File: src/rtl/led_breathe_pwm.sv
// LED "breathing" driver.
// The upstream blink counter's carry strobe steps a duty ramp up to full
// brightness, dwells there, ramps back down to off and dwells again.
// The duty is presented to a free-running PWM counter through a shadow
// register that reloads only at the period boundary, so the LED never
// shows a partially updated period.
module led_breathe_pwm #(
  parameter int N    = 8,
  parameter int HOLD = 4
) (
  input  logic         CLK,
  input  logic         RESETN,
  input  logic         EN,
  input  logic         TICK,
  output logic         LED,
  output logic [N-1:0] DUTY,
  output logic [1:0]   STATE
);

  typedef enum logic [1:0] {
    RISE    = 2'd0,
    HOLD_HI = 2'd1,
    FALL    = 2'd2,
    HOLD_LO = 2'd3
  } state_e;

  localparam logic [N-1:0] MAX       = '1;
  localparam logic [N-1:0] ZERO      = '0;
  localparam logic [7:0]   HOLD_LAST = 8'(HOLD - 1);

  logic [N-1:0] pwmCnt_q, pwmCnt_d;
  logic [N-1:0] shadow_q, shadow_d;
  logic [N-1:0] duty_q, duty_d;
  logic [7:0]   holdCnt_q, holdCnt_d;
  state_e       state_q, state_d;
  logic         led_q, led_d;

  // PWM side: counter advance, period-boundary shadow reload and LED compare.
  always_comb begin
    pwmCnt_d = pwmCnt_q;
    shadow_d = shadow_q;
    led_d    = 1'b0;
    if (EN) begin
      pwmCnt_d = pwmCnt_q + 1'b1;
      if (pwmCnt_q == MAX) begin
        shadow_d = duty_q;
      end
      led_d = (pwmCnt_q < shadow_q);
    end
  end

  // Ramp FSM: each enabled tick steps the duty or advances the dwell count.
  always_comb begin
    state_d   = state_q;
    duty_d    = duty_q;
    holdCnt_d = holdCnt_q;
    if (EN && TICK) begin
      unique case (state_q)
        RISE: begin
          duty_d = duty_q + 1'b1;
          if (duty_d == MAX) begin
            state_d   = HOLD_HI;
            holdCnt_d = 8'd0;
          end
        end
        HOLD_HI: begin
          holdCnt_d = holdCnt_q + 8'd1;
          if (holdCnt_q == HOLD_LAST) begin
            state_d = FALL;
          end
        end
        FALL: begin
          duty_d = duty_q - 1'b1;
          if (duty_d == ZERO) begin
            state_d   = HOLD_LO;
            holdCnt_d = 8'd0;
          end
        end
        HOLD_LO: begin
          holdCnt_d = holdCnt_q + 8'd1;
          if (holdCnt_q == HOLD_LAST) begin
            state_d = RISE;
          end
        end
        default: begin
          state_d = RISE;
        end
      endcase
    end
  end

  // State registers; reset drops everything back to a dark LED at the ramp start.
  always_ff @(posedge CLK or negedge RESETN) begin
    if (!RESETN) begin
      pwmCnt_q  <= '0;
      shadow_q  <= '0;
      duty_q    <= '0;
      holdCnt_q <= 8'd0;
      state_q   <= RISE;
      led_q     <= 1'b0;
    end else begin
      pwmCnt_q  <= pwmCnt_d;
      shadow_q  <= shadow_d;
      duty_q    <= duty_d;
      holdCnt_q <= holdCnt_d;
      state_q   <= state_d;
      led_q     <= led_d;
    end
  end

  assign LED   = led_q;
  assign DUTY  = duty_q;
  assign STATE = state_q;

endmodule

File: config.mk
export PLATFORM = sky130hd
export DESIGN_NAME = led_breathe_pwm
export DESIGN_NICKNAME = d
export VERILOG_FILES = /design/src/rtl/led_breathe_pwm.sv
export SDC_FILE = /design/constraint.sdc
export NUM_CORES = 1
export LEC_CHECK = 0
export CORE_UTILIZATION = 50
export DETAILED_ROUTE_END_ITERATION = 16
export PLACE_DENSITY_LB_ADDON = 0.25
export SYNTH_ARGS = -nofsm -noshare
export SYNTH_HDL_FRONTEND = slang
export SYNTH_SLANG_ARGS = --single-unit
File: constraint.sdc
create_clock -name CLK -period 2.4 [get_ports CLK]
set_input_delay 0.36 -clock CLK [delete_from_list [all_inputs] [get_ports CLK]]
set_output_delay 0.36 -clock CLK [all_outputs]
set_load 0.01 [all_outputs]
# [Word level (Yosys, flattened, before mapping)]
# Index checks and enable logic that the tools add are counted.
[word_totals] wordCells=40 input_bits=4 output_inout_bits=11 ff_bits=35
[op_classes] muxes=10 magnitude_cmp=1 n_eq_ne=10 n_addsub=4 n_reduce_logical=9
[ops] cell="8-bit by 1-bit adder with 8-bit output, second input constant" count=3
[ops] cell="8-bit one-hot mux with 3 select lines" count=1
[ops] cell="8-bit equality test, second input constant" count=2
[ops] cell="8-bit two-way mux" count=2
[ops] cell="8-bit one-hot mux with 2 select lines" count=1
[ops] cell="8-bit by 2-bit equality test with 1-bit output, second input constant" count=1
[ops] cell="8-bit logical NOT" count=1
[ops] cell="8-bit < comparator" count=1
[ops] cell="2-bit two-way mux" count=4
[ops] cell="2-bit inequality test, second input constant" count=4
[ops] cell="2-bit one-hot mux with 4 select lines" count=1
[ops] cell="8-bit by 1-bit subtractor with 8-bit output, second input constant" count=1
[ops] cell="5-bit AND reduction" count=1
[ops] cell="2-bit equality test, second input constant" count=2
[ops] cell="2-bit AND reduction" count=2
[ops] cell="3-bit AND reduction" count=1
[ops] cell="2-bit by 1-bit equality test with 1-bit output, second input constant" count=1
[ops] cell="2-bit logical NOT" count=1
[ops] cell="2-bit nonzero test" count=1
[ops] cell="2-bit OR reduction" count=1
[ops] cell="1-bit logical AND" count=1
[ops] cell="1-bit two-way mux" count=1

# [Logic depth before layout (Yosys ltp)]
[depth] ltp_word=4 depth_mapped=9 ltp_nobuf=8

# [Worst setup path before layout]
# Ideal clock, no wire load.
[synth_path] kind="register -> register" start="reg duty_q[1] (netlist: DUTY[1])" end="reg holdCnt_q[4]" path_buffers=1 synth_period_minus_slack_ps=2207 slack_ps=193 path_stages_with_launch=9 required_ps=2308 setup_ps=92 arrival_ps=2116 cell_sequence="dfrtp_1 > inv_1 > ha_1 > or4b_1 > o31ai_1 > o2111ai_1 > or2_1 > buf_6 > o31ai_2"
[synth_via] elab_chain_cells=4 word_cells_on_any_way=7 classes_between="add/sub (2); eq/ne (3); reduce/logical (2)"
[synth_lines] item="start: declaration" line_no="33" source="logic [N-1:0] duty_q, duty_d;"
[synth_lines] item="start signal: assignment" line_no="104" source="duty_q <= duty_d;"
[synth_lines] item="8-bit by 1-bit adder with 8-bit output / 8-bit by 1-bit subtractor with 8-bit output (equally long branches)" line_no="60, 73"
[synth_lines] item="8-bit equality test / 8-bit logical NOT (equally long branches)" line_no="61, 74"
[synth_lines] item="2-bit inequality test (no source line)"
[synth_lines] item="3-bit AND reduction (no source line) *"
[synth_lines] item="end signal: assignment" line_no="105" source="holdCnt_q <= holdCnt_d;"
[synth_lines] item="end: declaration" line_no="34" source="logic [7:0] holdCnt_q, holdCnt_d;"
# Every way passes the cells marked *; elsewhere a longest branch is shown, timed or not.
# A chain may end at the register's enable or synchronous reset.

# [Final worst setup path]
[layout_path] start="reg duty_q[0] (netlist: DUTY[0])" end="reg state_q[1] (netlist: STATE[1])"
[layout_via] elab_chain_cells=4 word_cells_on_any_way=7 classes_between="add/sub (2); eq/ne (3); reduce/logical (2)"
[layout_lines] item="8-bit by 1-bit adder with 8-bit output / 8-bit by 1-bit subtractor with 8-bit output (equally long branches)" line_no="60, 73"
[layout_lines] item="8-bit equality test / 8-bit logical NOT (equally long branches)" line_no="61, 74"
[layout_lines] item="2-bit inequality test (no source line)"
[layout_lines] item="5-bit AND reduction (no source line) *"
[layout_lines] item="end signal: assignment" line_no="106" source="state_q <= state_d;"
[layout_lines] item="end: declaration" line_no="35" source="state_e state_q, state_d;"
# Marks and branches as above.

==> results.cfg <==
[layout]
share_of_layout_cells_above_drive_strength_1_pct = 12.08
areaGrowthSynthToFinish_pct = 16.13
layoutNonFillerInstCount = 288
final_util_pct = 62.85
antenna-diode-count = 0
fin_nets = 261

[clocking]
clk_pin_slew_ps = 70
h_tree_lvls = 2
cts_tree = built
postCtsSetupRepairBufs = 0
clock_sink_count = 35
cts_hold_buf = 0
clkLatencyLatePin_ps = 290
cts_root_buffer = sky130_fd_sc_hd__clkbuf_8
clockBufferDepth = 2
cts_made_buffers = 5

[power]
pwr-share-clk_pct = 17.3
cellInternalPower_w = 0.001526
ir_drop_v = 0.0006282
seq_power_share_pct = 37.1
leakage_nw = 1.119
power.net_switching_w = 0.0009941
power.density_nw_per_um2 = 1055
pwr-share-comb_pct = 45.6
sw_frac_of_total_pct = 39.45
fin_total_pwr_w = 0.002520

[worst_hold_path]
holdCritPathClass = in2async

[setup_path]
ff2ff_path_depth = 8
crit_chain = buf_4, ha_1, nand3_1, xor2_1, a211oi_1, o2111ai_1, nor2_1, mux2_1
worst-r2r-setup-slack_ps = 180
worst_setup_path_end_kind = flip-flop
worst-path-buf-inv = 1
critPathArrivalTime_ps = 2400
critical_path_s_slowest_cell = sky130_fd_sc_hd__dfrtp_1
required_ps = 2570
crit_cells = 8
critPathMaxStageDelay_ps = 430
critPathTopFamily = flip-flops
critical_path.startpoint_type = flip-flop
critPathKind = reg2reg
worst_path_fanout_max = 6

[logic_synthesis]
yosys_register_bits = 35
netlist_area_um2 = 2056
yosys_warnings = 0
yosysMostFrequentCell = sky130_fd_sc_hd__dfrtp_1
synthesis.instances = 216
post-synth-top-area-cell = sky130_fd_sc_hd__dfrtp_1
postSynthAreaPerCell_um2 = 9.517
synth.lib_cells_used.distinct = 42
async_reset_ff_share_pct = 100.0
mappedNetlistNets = 237
netlist.area_leader.share_pct = 42.60
number_of_synthesized_flops_with_an_enable_pin = 0
most_used_flip_flop_cell_after_synthesis = sky130_fd_sc_hd__dfrtp_1
synth_seq_area_share_pct = 42.60
synth.area.top_cells = sky130_fd_sc_hd__dfrtp_1 (43%), sky130_fd_sc_hd__ha_1 (10%), sky130_fd_sc_hd__xor2_1 (4.3%)
netlist_top_cells_count = sky130_fd_sc_hd__dfrtp_1 (35), sky130_fd_sc_hd__nor2_1 (20), sky130_fd_sc_hd__ha_1 (17), sky130_fd_sc_hd__inv_1 (14)

[global_route]
antenna_found_initial = 0
grt_pass1_vias = 1478
grt_max_degree = 36
global_route.overflow_total = 0
grt_first_pass_wirelength_mm = 6.975
grt_util_all_layers_pct = 21.60

[routing]
route.final.wire_length_mm = 4.081
drcViolationCount = 0
firstDrtPassIters = 4
routed_length_per_instance_um = 14.17
route.antenna.remaining_nets = 0
num_vias = 1625
viasPerCell = 5.642
detailed_router_s_first_iteration_violation_count = 108

[run]
max_cap_violations = 0

[sta]
fin_skew_ps = 6.513
slew_headroom_pct = 56.35
rsz0062_at_grt = false
slew_violations = 0
final.setup.tns_ps = 0
post-route-worst-setup-slack_ps = 177.3
crit_share_post_route_pct = 92.61
finalWorstPathRequiredPeriod_ps = 2223
worst_slew_pin_slew_ps = 650.3
finalHoldViolations = 0
final-setup-viol-count = 0
timing.fmax_ghz = 0.4499

[die]
design.core.area_um2 = 3799
fp.dieArea_um2 = 4372
die_h_um = 66.12
row_count = 22
top_level_ports = 15
die_span_x_um = 66.12
start_util_pct = 54.12

[placement]
placedCellCount = 281
total_of_buffers_placed_on_input_and_output_ports = 14
finalWeightedCongestion = 0.8208
place_worst_setup_slack_ps = 209.9
detailed_placement_wirelength_estimate_mm = 2.897

[run_status]
run_status = finished clean
[per-stage QoR]
stage,hold WS [ps],cell area (µm²)
after floorplan,64.41,2056
after global placement,483.7,2297
after detailed placement,484.5,2297
after CTS,502.9,2385
after global routing,525.0,2387
final,490.3,2387
[worst paths after layout]
| check | from | to |
|---|---|---|
| max | DUTY[0] | STATE[1] |
| min | RESETN | holdCnt_q[2] |
| max reg2reg | DUTY[0] | STATE[1] |
| min reg2reg | pwmCnt_q[7] | pwmCnt_q[7] |
| max in group asynchronous | RESETN | pwmCnt_q[1] |
| min in group CLK | pwmCnt_q[7] | pwmCnt_q[7] |
[routing by layer]
| layer | up-vias | GRT usage (%) | part of all wire [%] |
|---|---|---|---|
| met5 | - | 0 | 0 |
| met4 | 0 | 9.309 | 1.3 |
| met3 | 6 | 4.655 | 3.9 |
| met2 | 28 | 32.53 | 47 |
| met1 | 791 | 29.83 | 47 |
| li1 | 800 | - | - |
[flip-flops by register name (all words and copies together) (netlist names)]
signal	cells
shadow_q	8
pwmCnt_q	8
holdCnt_q	8
LED	1
DUTY	8
STATE	2
[cell families (layout without fill, tap and decap cells)]
group           Yosys count  after routing  synth area share, %
simple gates             72             72                17.77
compound gates           44             44                13.15
flops                    35             35                42.60
buf+inv                  24             48                5.295
xor+xnor                 18             18                7.669
fa+ha+maj                17             17                10.35
mux                       6              6                3.165
[cell usage in the layout, fill, tap and decap left out, drive strengths merged, types with 8 or more instances in the layout]
cell type      Yosys  layout
nand3             12      12
clkdlybuf4s50      0      14
nor2              20      20
xnor2              8       8
o21ai             23      23
buf                4      13
inv               14      14
nand2             12      12
xor2              10      10
dfrtp             35      35
ha                17      17
[what timing repair did]
| item | in CTS | in global routing |
|---|---|---|
| setup endpoints to repair | 0 | 2 |
| hold endpoints to repair | 0 | 0 |
| resized for setup | 0 | 1 |
[cell type report]
cell class | count | area [µm²]
clock buffer | 6 | 82.58
clock inverter | 1 | 5.005
fill | 327 | 1411
inverter | 14 | 52.55
multi-input combinational | 157 | 1074
sequential | 35 | 875.8
tap | 48 | 60.06
timing repair buffer | 27 | 237.7
[power by group through the flow]
stage / Sequential (W) / Combinational (W) / Clock [W]
2_1_floorplan: 0.000944 / 0.000704 / 0
3_3_place_gp: 0.000938 / 0.00112 / 0
3_5_place_dp: 0.000943 / 0.00114 / 0
4_1_cts: 0.000933 / 0.00115 / 0.000443
5_1_grt: 0.000965 / 0.00128 / 0.000473
6_report: 0.000934 / 0.00115 / 0.000435
(Power assumes the default switching activity.)
==> variant (same settings) <==
Add an input register stage for `EN` and `TICK`; this delays them by one clock.
--- a/src/rtl/led_breathe_pwm.sv
+++ b/src/rtl/led_breathe_pwm.sv
@@ -30,2 +30,10 @@
 
+  logic EN_q;
+  logic TICK_q;
+
+  always_ff @(posedge CLK) begin
+    EN_q   <= EN;
+    TICK_q <= TICK;
+  end
+
   logic [N-1:0] pwmCnt_q, pwmCnt_d;
@@ -42,3 +50,3 @@
     led_d    = 1'b0;
-    if (EN) begin
+    if (EN_q) begin
       pwmCnt_d = pwmCnt_q + 1'b1;
@@ -56,3 +64,3 @@
     holdCnt_d = holdCnt_q;
-    if (EN && TICK) begin
+    if (EN_q && TICK_q) begin
       unique case (state_q)
Function: changed (Yosys sat finds a counterexample within 4 cycles, from zero or initial values and one cycle with RESETN low).
==> variant against the original RTL <==
  * Sequential share of layout area increased by 0.70 points
  * Power down 15%
  * Design area is 2.6% higher
  * Worst setup slack worse by 0.0039 ns
  * Via count shrank 1.0%
  * Synthesized area grew 1.9%
  * Maximum frequency decreased by 0.17%
  * Cell count up 1.7%
  * Wire length grew 0.59%
  * Sequential cell count grew 2
  * Critical path type unchanged
  * Largest power group is now sequential cells
==> variant: results (changes against the original RTL) <==
| Metric | Value |
|---|---|
| Max incr delay on CP | `0.45 ns (+0.02 ns)` |
| Post-DP Area | `2330 um^2 (+1.5%)` |
| CTS Buffer Depth | `2 (unchanged)` |
| HPWL after detailed placement | `2830 um (-2.5%)` |
| IO Port Bufs | `14 (unchanged)` |
| Vias per cell | `5.49 (-2.7%)` |
| CTS root buf | `clkbuf_8` |
| Worst-Skew Late Latency | `0.29 ns (about the same)` |
| Status | `finished, final reports clean` |
| Int Pwr | `1.36 mW (-11%)` |
| Total CTS buffers | `5 (unchanged)` |
| Final wirelength | `4110 um (+0.59%)` |
| DRT antenna net count | `0 (unchanged)` |
| Dominant cell type by area after synthesis | `dfrtp_1` |
| Avg Inst Size Synth | `9.61 um^2 (+1.0%)` |
| WP buf/inv | `1 (unchanged)` |
| Critical R2R Capture | `STATE[1]$_DFFE_PN0P_` |
| GPL Wtd Cong | `0.847 (+3.2%)` |
| Ys Warns | `0 (unchanged)` |
| Antenna violations before repair | `0 (unchanged)` |
| Worst-Margin Slew | `0.440 ns (-0.210 ns)` |
| WP data arrival | `about 2.4 ns` |
| Largest net degree at the start of global routing | `36 (unchanged)` |
| Clock-pin slew of the registers on the worst-case setup and hold paths | `0.08 ns` |
| Ant. Diodes | `0 (unchanged)` |
| GRT Util Overall | `21.8% (+0.21 points)` |
| Drt first pass iters | `4 (unchanged)` |
| Syn_nets | `239 (+0.84%)` |
| Worst R2R Path Depth | `7 (-1)` |
| Htree depth | `2 (unchanged)` |
| Reg2reg setup slack | `0.17 ns` |
| Seq/Total Area, Yosys | `43.7% (+1.1 points)` |
| Lkg Pwr | `1.12 nW (+0.28%)` |
| Final nets | `263 (+0.77%)` |
| Yosys cell types | `43 (+2.4%)` |
| Top cells by count, synth | `35 x dfrtp_1, 20 x nor2_1, 17 x ha_1, 14 x inv_1` |
| First-pass GRT wire length | `7220 um (+3.5%)` |
| Peak supply drop | `0.608 mV (-3.3%)` |
| Dpl cells | `284 (+1.1%)` |
| Async set or reset register ratio after synthesis | `94.6% (-5.4 points)` |
| Area contributors post-synth | `dfrtp_1 42%, ha_1 10%, xor2_1 4.2%` |
| CP top delay family | `simple AND/OR/NAND/NOR gates` |
| Worst Hold Class | `input port to asynchronous set/reset pin` |
| Drt wl/cell | `14.0 um (-1.1%)` |
| Starting DRT DRC Count | `127 (+18%)` |
| Worst-path maximum fanout | `4 (-2)` |
| Max stage delay cell, worst path | `or4b_1` |
| Vias in the first global route | `1558 (+5.4%)` |
| FF-to-FF Start | `DUTY[1]$_DFFE_PN0P_` |
| Fraction of layout cells with a size suffix above 1 | `13.2% (+1.1 points)` |
| Layout Skew | `0.00508 ns (-0.00143 ns)` |
## variant: layout make-up
| class | count | area (um^2) |
|---|---|---|
| fill | 345 | 1550 |
| multi-input combinational | 157 | 1080 |
| sequential | 37 | 916 |
| timing repair buffer | 27 | 238 |
| clock buffer | 6 | 82.6 |
| tap | 50 | 62.6 |
| inverter | 14 | 52.6 |
| clock inverter | 2 | 13.8 |
## variant: worst max-delay path by stage
stage,cells after the start,from,endpoint
2_1_floorplan,8,DUTY[1]$_DFFE_PN0P_,holdCnt_q[4]$_DFFE_PN0P_
3_3_place_gp,7,DUTY[1]$_DFFE_PN0P_,holdCnt_q[6]$_DFFE_PN0P_
3_5_place_dp,7,DUTY[1]$_DFFE_PN0P_,holdCnt_q[4]$_DFFE_PN0P_
4_1_cts,7,DUTY[1]$_DFFE_PN0P_,holdCnt_q[4]$_DFFE_PN0P_
5_1_grt,7,DUTY[1]$_DFFE_PN0P_,holdCnt_q[4]$_DFFE_PN0P_
6_report,7,DUTY[1]$_DFFE_PN0P_,STATE[1]$_DFFE_PN0P_
## variant: repair_timing
item                       in CTS  in global routing
setup endpoints to repair       0                  6
setup buffers                   0                  1
hold endpoints to repair        0                  0
resized for setup               0                  3
## variant: through the flow
stage               setup WS (ns)  utilization, %  hold slack, ns
floorplan                   0.193               -          0.0644
global placement            0.220            58.3           0.486
detailed placement         0.0956            58.3           0.497
CTS                        0.0987            60.7           0.499
global route               0.0616            61.2           0.500
finish                      0.173            61.2           0.487
## variant: power groups by stage
stage | combinational [mW] | sequential (mW) | clock (mW)
after floorplan | 0.480 | 0.888 | 0
after detailed placement | 0.767 | 0.896 | 0
after global routing | 0.882 | 0.909 | 0.502
final | 0.780 | 0.893 | 0.460
after global placement | 0.747 | 0.897 | 0
after CTS | 0.775 | 0.887 | 0.476
## variant: cells by family (layout without fill, tap and decap cells)
| group | count (synthesis) | after routing | share of synthesized area [%] |
|---|---|---|---|
| AOI/OAI and AO/OA | 44 | 44 | 12.9 |
| and+or+nand+nor | 72 | 72 | 17.4 |
| buffers and inverters | 24 | 49 | 5.19 |
| DFF | 37 | 37 | 43.7 |
| adders and majority gates | 17 | 17 | 10.1 |
| muxes | 6 | 6 | 3.10 |
| xor gates and xnor gates | 18 | 18 | 7.52 |
## variant: layer usage
layer | routed length (um) | share of wire (%) | up-vias | global-route usage (%)
met2 | 1950 | 48 | 41 | 35.4
met4 | 26 | 0.63 | 0 | 7.18
met3 | 172 | 4.2 | 2 | 5.31
li1 | - | - | 802 | -
met1 | 1950 | 48 | 763 | 28.3
met5 | 0 | 0 | - | 0
